===== config.mk =====
export PLATFORM = sky130hd
export DESIGN_NAME = load_controller
export DESIGN_NICKNAME = d
export VERILOG_FILES = /design/src/rtl/load_controller.sv
export SDC_FILE = /design/constraint.sdc
export NUM_CORES = 1
export LEC_CHECK = 0
export ABC_CLOCK_PERIOD_IN_PS = 2800
export CAP_MARGIN = 20
export CORE_MARGIN = 1.5
export CORE_UTILIZATION = 41
export DETAILED_ROUTE_END_ITERATION = 8
export GPL_TIMING_DRIVEN = 0
export PLACE_DENSITY = 0.82
export SLEW_MARGIN = 15
export SYNTH_ARGS = -nofsm -noshare
export SYNTH_HDL_FRONTEND = slang
export SYNTH_SLANG_ARGS = --single-unit
export TNS_END_PERCENT = 20

===== constraint.sdc =====
create_clock -name clk -period 2.8 [get_ports clk]
set_input_delay 0.42 -clock clk [delete_from_list [all_inputs] [get_ports clk]]
set_output_delay 0.42 -clock clk [all_outputs]
set_load 0.01 [all_outputs]

===== src/rtl/load_controller.sv =====
// load_controller: streams data-memory rows through the switch into core registers, then pulses coreStart
// Ports:
//   clk, rst_n             clock, asynchronous active-low reset
//   start, storeBusy       load request (level, must be held) and store-in-progress gate
//   memRead, swEnable      memory read strobe and switch enable
//   memRdtoReg             register write strobe for the row on the switch
//   rowaddr, rowaddrtoSw   binary row address and its one-hot switch select
//   coreStart              one-cycle start pulse to every core
//   busy, loadDone         pass in progress / last pass completed
module load_controller #(
  parameter int NUM_ROWS  = 16,
  parameter int ADDR_W    = 4,
  parameter int NUM_CORES = 4
) (
  input  logic                   clk,
  input  logic                   rst_n,
  input  logic                   start,
  input  logic                   storeBusy,
  output logic                   memRead,
  output logic                   swEnable,
  output logic                   memRdtoReg,
  output logic [ADDR_W-1:0]      rowaddr,
  output logic [2**ADDR_W-1:0]   rowaddrtoSw,
  output logic [NUM_CORES-1:0]   coreStart,
  output logic                   busy,
  output logic                   loadDone
);
  localparam int SW_W = 2**ADDR_W;
  localparam logic [ADDR_W-1:0] LAST_ROW = ADDR_W'(NUM_ROWS - 1);
  typedef enum logic [2:0] {IDLE, READ, WRITE, GO, DONE} state_t;
  state_t state_q, state_d;
  logic [ADDR_W-1:0] row_q, row_d;
  logic in_rows;
  always_comb begin
    state_d = state_q;
    row_d   = row_q;
    case (state_q)
      IDLE, DONE: if (start && !storeBusy) begin
        state_d = READ;
        row_d   = '0;
      end
      READ:  state_d = WRITE;
      WRITE: if (row_q == LAST_ROW) state_d = GO;
             else begin
               state_d = READ;
               row_d   = row_q + 1'b1;
             end
      GO:      state_d = DONE;
      default: state_d = IDLE;
    endcase
  end
  always_ff @(posedge clk or negedge rst_n) begin
    if (!rst_n) begin
      state_q <= IDLE;
      row_q   <= '0;
    end else begin
      state_q <= state_d;
      row_q   <= row_d;
    end
  end
  // Moore decode straight off the state flops: every output is valid in the cycle its state is entered
  assign in_rows     = (state_q == READ) || (state_q == WRITE);
  assign memRead     = state_q == READ;
  assign memRdtoReg  = state_q == WRITE;
  assign swEnable    = in_rows;
  assign rowaddr     = in_rows ? row_q : '0;
  assign rowaddrtoSw = in_rows ? (SW_W'(1) << row_q) : '0;
  assign coreStart   = {NUM_CORES{state_q == GO}};
  assign busy        = in_rows || (state_q == GO);
  assign loadDone    = state_q == DONE;
endmodule


==> qor.yml <==
die-area_um2: 1820
ctsHoldBuffers: 0
wirelength_um: 1460
syn_inst: 69
sequentialPowerShare_pct: 22.4
gr-usage-all-layers_pct: 17.3
critical_path_class: "flop to primary output"
timing.rr.end: "row_q[1]"
cts.repair.resized: 0
cts.sinks: 7
switching_share_pct: 43.8
max_stage_delay_ns: 0.54
cts_root_buf: "clkbuf_4"
maxSlewViolCount: 0
path_clk_slew_ns: 0.05
viasPerCell: 4.93
syn-num-nets: 79
post-route-period-util_pct: 87.3
initial_core_util_pct: 43.3
path_max_fanout: 10
nets: 116
cp-startpoint: "state_q[2]"
detail-route-antenna-nets: 0
grt_pass1_wl_um: 2370
ys_types: 30
seq_area_frac_synth_pct: 27.2
initialDrtViolationCount: 11
diodes: 0
status: "finished clean"
rsz0062_at_grt: "false"
setup-tns-final_ns: 0
cts_max_level: 1
power_frac_comb_pct: 68.5
wire_per_inst_um: 12.0
hpwl_um: 1230
synth_seq_cells: 7
wl_met3_um: 31
power_mw: 0.934
core_area_um2: 1490
drcViolationCount: 0
path_cells: "clkbuf_1, nor3_2, and3_1, clkdlybuf4s50_1"
top_layer_used: "met3"
cts_buffers: 3
period_minus_slack_ns: 2.44
fin_util_pct: 67.9
syn2layout_area_growth_pct: 56.9
die_y_um: 42.6
cp_data_required_time_ns: 2.38
worst_slew_pin_slew_ns: 0.536
drive_above_1_share_pct: 12.4
overflow: 0
r2r-start: "state_q[0]"
first_global_vias: 569
cts_tree: "yes"
worst_setup_path_start_kind: "flop"
gp_congestion: 0.789
grt_max_degree: 11
max_freq_ghz: 0.409
num_rows: 14
hold_class: "input pin to async pin"
critPathArrivalTime_ns: 2.02
wl_met2_um: 737
drv_cap: 0
relSlewSlack_pct: 63.7
numPortBuffers: 32
power_leakage_nw: 0.481
final_hold_viol_count: 0
ios: 33
p_int_mw: 0.525
post_cts_buffers: 0
wl_met1_um: 686
finClkSkew_ns: 0.00190
critPathCaptureType: "primary output"
syn_area_per_cell_um2: 9.34
cts.path.max_buffers: 2
ir_worst_vdd_uv: 486
vias: 597
grt_antenna_before_repair: 0
cpMaxStageDelayCell: "clkdlybuf4s50_1"
worstRegToRegCells: 3
synth_area_um2: 644
powerDensity_nw_per_um2: 924
yosys_warnings: 0
finalSetupViolCount: 0
r2r_slack_ns: 1.25
die_w_um: 42.6
p_clk_share_pct: 9.2
power.switching_mw: 0.409
insertion_delay_ns: 0.24
firstDrtPassIters: 2
power by group through the flow:
stage	logic, mW	clock network (mW)	registers (mW)
finish	0.640	0.0857	0.209
global route	0.697	0.0932	0.215
CTS	0.645	0.0916	0.209
detailed placement	0.643	0	0.210
global placement	0.638	0	0.206
floorplan	0.383	0	0.195
stage by stage:
stage | setup WS [ns] | std cells | cell area, µm² | hold WS (ns)
after floorplan | 1.21 | 69 | 644 | 0.124
after global placement | 0.620 | 117 | 985 | 0.577
after detailed placement | 0.611 | 117 | 985 | 0.599
after CTS | 0.338 | 121 | 1010 | 0.418
after global routing | 0.225 | 121 | 1010 | 0.455
final | 0.356 | 121 | 1010 | 0.422
flip-flops by register name (all words and copies together), names as in the netlist:
| name | cells |
|---|---|
| row_q | 4 |
| state_q | 3 |
logic make-up (layout without fill, tap and decap cells):
group / Yosys count / count (layout) / share of synthesized area, %
buf+inv: 10 / 46 / 8.16
simple gates: 36 / 36 / 38.3
compound gates: 8 / 8 / 10.7
fa+ha+maj: 6 / 6 / 11.7
mux: 1 / 1 / 1.55
xor+xnor: 1 / 1 / 2.52
flops: 7 / 7 / 27.2
worst max path at each step:
stage,to,slack (ns),cells past startpoint
4_1_cts,rowaddrtoSw[5],0.34,4
3_5_place_dp,rowaddrtoSw[5],0.61,4
3_3_place_gp,rowaddrtoSw[2],0.62,4
6_report,rowaddrtoSw[5],0.36,4
5_1_grt,rowaddrtoSw[5],0.23,4
2_1_floorplan,rowaddrtoSw[10],1.21,3
routing by layer:
metal	vias to the layer above	global-route usage (%)
li1	312	-
met5	-	0
met3	0	3.02
met4	0	9.38
met2	10	27.0
met1	275	22.5
worst max-delay path, delay by kind of cell, from the launching register on:
family / cells / cell delay (ns)
simple gates: 2 / 0.55
flops: 1 / 0.44
buf+inv: 2 / 0.79
cell usage in the layout (no fill, tap or decap), drive strengths merged:
cell            n
a21o            1
or2             1
nand2b          1
a22oi           1
clkdlybuf4s50  32
a21bo           1
inv             4
mux2i           1
nand2           1
nor4            1
clkbuf          6
a41o            1
a32o            1
o2bb2ai         1
and3b           1
and2            8
nor3b           2
and3            9
o21bai          1
o31ai           1
xnor2           1
dfrtp           7
nor3            5
nor2            3
nor4b           1
buf             4
ha              6
nand3           3
Yosys cell counts:
cell	instances	area (µm²)
buf_4	4	30.0
nor3b_1	1	7.51
o2bb2ai_1	1	8.76
and3_1	9	56.3
or2_2	1	6.26
inv_1	4	15.0
nand3_1	3	15.0
and2_1	8	50.1
nand2_1	1	3.75
a22oi_1	1	7.51
a41o_1	1	10.0
a21bo_1	1	10.0
and3b_1	1	8.76
nor3_1	3	15.0
a21o_1	1	7.51
nand2b_1	1	6.26
a32o_1	1	10.0
nor3_4	1	16.3
nor4_2	1	12.5
ha_1	6	75.1
nor3_2	1	10.0
xnor2_2	1	16.3
mux2i_1	1	10.0
nor3b_4	1	18.8
nor4b_1	1	8.76
nor2_1	3	11.3
clkbuf_1	2	7.51
o31ai_1	1	7.51
o21bai_1	1	7.51
dfrtp_1	7	175
area by class of cell:
| cell class | count | area, µm² |
|---|---|---|
| Buffer | 6 | 37.5 |
| Multi-Input combinational cell | 52 | 417 |
| Tap cell | 16 | 20.0 |
| Timing Repair Buffer | 32 | 320 |
| Sequential cell | 7 | 175 |
| Fill cell | 122 | 478 |
| Inverter | 4 | 15.0 |
| Clock buffer | 4 | 26.3 |
Power figures use the tool's default switching activity.
==> RTL edit (same settings) <==
The parameter `NUM_ROWS` goes from 16 to 12.
--- a/src/rtl/load_controller.sv
+++ b/src/rtl/load_controller.sv
@@ -8,7 +8,7 @@
 //   coreStart              one-cycle start pulse to every core
 //   busy, loadDone         pass in progress / last pass completed
 module load_controller #(
-  parameter int NUM_ROWS  = 16,
+  parameter int NUM_ROWS  = 12,
   parameter int ADDR_W    = 4,
   parameter int NUM_CORES = 4
 ) (
Formal check against the unedited RTL: no difference found for any inputs over 10 cycles, from zero or initial values and one cycle with rst_n low; that may be too few to reach the edited logic, so the function may still have changed.
==> RTL edit against the original RTL <==
Worst hold slack lost 2.1 ps; global-route usage grew 2.3 points; setup slack lost 110 ps; power shrank 8.6%; area after synthesis is the same; clock power grew 2.3%; sequential cell count is the same; design area is the same; wire length grew 4.3%; critical endpoint is now rowaddrtoSw[6]; highest routed layer is now met4.
==> RTL edit: results (changes against the original RTL) <==
* Status: finished, final reports clean (unchanged)
* Mux contribution to synthesized area at 3.301% (was 1.553%)
* Gr usage total at 19.59% (was 17.31%)
* Syn_nets at 85 (was 79)
* Library cells used by synthesis at 29 (was 30)
* Compound-Gate Fraction of Synth Area at 9.320% (was 10.68%)
* Slew margin rel. at 57.43% (was 63.74%)
* Tmin final at 2555 ps (was 2444 ps)
* Xor and xnor area share after synthesis at 1.359% (was 2.524%)
* Routability cong. at 0.8515 (was 0.7886)
* Post-synth top cells: nor2_1 (9), and2_1 (8), dfrtp_1 (7) (was and3_1 (9), and2_1 (8), dfrtp_1 (7))
* Via/cell ratio at 5.157 (was 4.934)
* Register area share after synthesis at 27.18% (unchanged)
* DRT iter0 DRCs at 7 (was 11)
* Share of cells above drive strength 1 at 8.108% (was 12.38%)
* CP endpoint: rowaddrtoSw[6] (was rowaddrtoSw[5])
* Clock skew at 2.306 ps (was 1.904 ps)
* Pre-CTS setup slack at 473.7 ps (was 610.8 ps)
* Global-route wire length before repair at 2615 um (was 2373 um)
* Slew Viols, Final at 0 (unchanged)
* Reg2reg start: state_q[1] (was state_q[0])
* Critical path data arrival time at 2140 ps (was 2020 ps)
* Static Leak at 0.0004557 uW (was 0.0004807 uW)
* Average size of a mapped cell at 8.592 um^2 (was 9.339 um^2)
* Fillers at 129 (was 122)
* Synth top area cells: dfrtp_1 (27%), ha_1 (12%), and2_1 (7.8%), nor2_1 (5.2%), and3_1 (4.9%) (was dfrtp_1 (27%), ha_1 (12%), and3_1 (8.7%), and2_1 (7.8%), buf_4 (4.7%))
* R2r setup slk at 1120 ps (was 1250 ps)
* Worst vdd ir at 543.2 uV (was 486.1 uV)
* Vias in the first global route at 601 (was 569)
* First drt pass iteration count at 4 (was 2)
[RTL edit: cell types whose count changed in the layout (fill, tap and decap cells not counted), moves of 2 or more]
cell	change
nor2_1	+6
and3_1	-4
nand3_1	-3
inv_1	+2
nand2_1	+2
nor4_1	+2
[RTL edit: worst min-delay path by stage]
| stage | start | cells past startpoint | slack [ps] | endpoint |
|---|---|---|---|---|
| finish | rst_n | 1 | 420 | row_q[2] |
| global route | rst_n | 1 | 450 | row_q[2] |
| CTS | rst_n | 1 | 420 | row_q[2] |
| detailed placement | row_q[2] | 1 | 610 | row_q[2] |
| global placement | row_q[2] | 1 | 610 | row_q[2] |
| floorplan | rst_n | 0 | 120 | row_q[0] |
[RTL edit: final cells by class]
| cell class | count | area, um^2 | share of cell area, % |
|---|---|---|---|
| Inverter | 7 | 26.28 | 2.599 |
| Multi-Input combinational cell | 55 | 405.4 | 40.10 |
| Timing Repair Buffer | 32 | 320.3 | 31.68 |
| Clock buffer | 4 | 26.28 | 2.599 |
| Sequential cell | 7 | 175.2 | 17.33 |
| Buffer | 6 | 37.54 | 3.713 |
| Tap cell | 16 | 20.02 | 1.980 |
[RTL edit: cells by family (layout without fill, tap and decap cells)]
group	count (synthesis)	count (layout)
and+or+nand+nor	40	40
buffers and inverters	13	49
DFF	7	7
adders and majority gates	6	6
AOI/OAI and AO/OA	6	6
muxes	2	2
xor gates and xnor gates	1	1
[RTL edit: metal layers]
layer | track usage [%] | share of wire, %
met1 | 24.53 | 44
met4 | 13.13 | 2.6
met2 | 30.91 | 51
met5 | 0 | 0
met3 | 2.586 | 2.3
[RTL edit: where the power goes]
part / internal [uW] / switching (uW)
sequential: 138 / 52.5
combinational: 290 / 286
clock: 54.1 / 33.6
total: 482 / 372
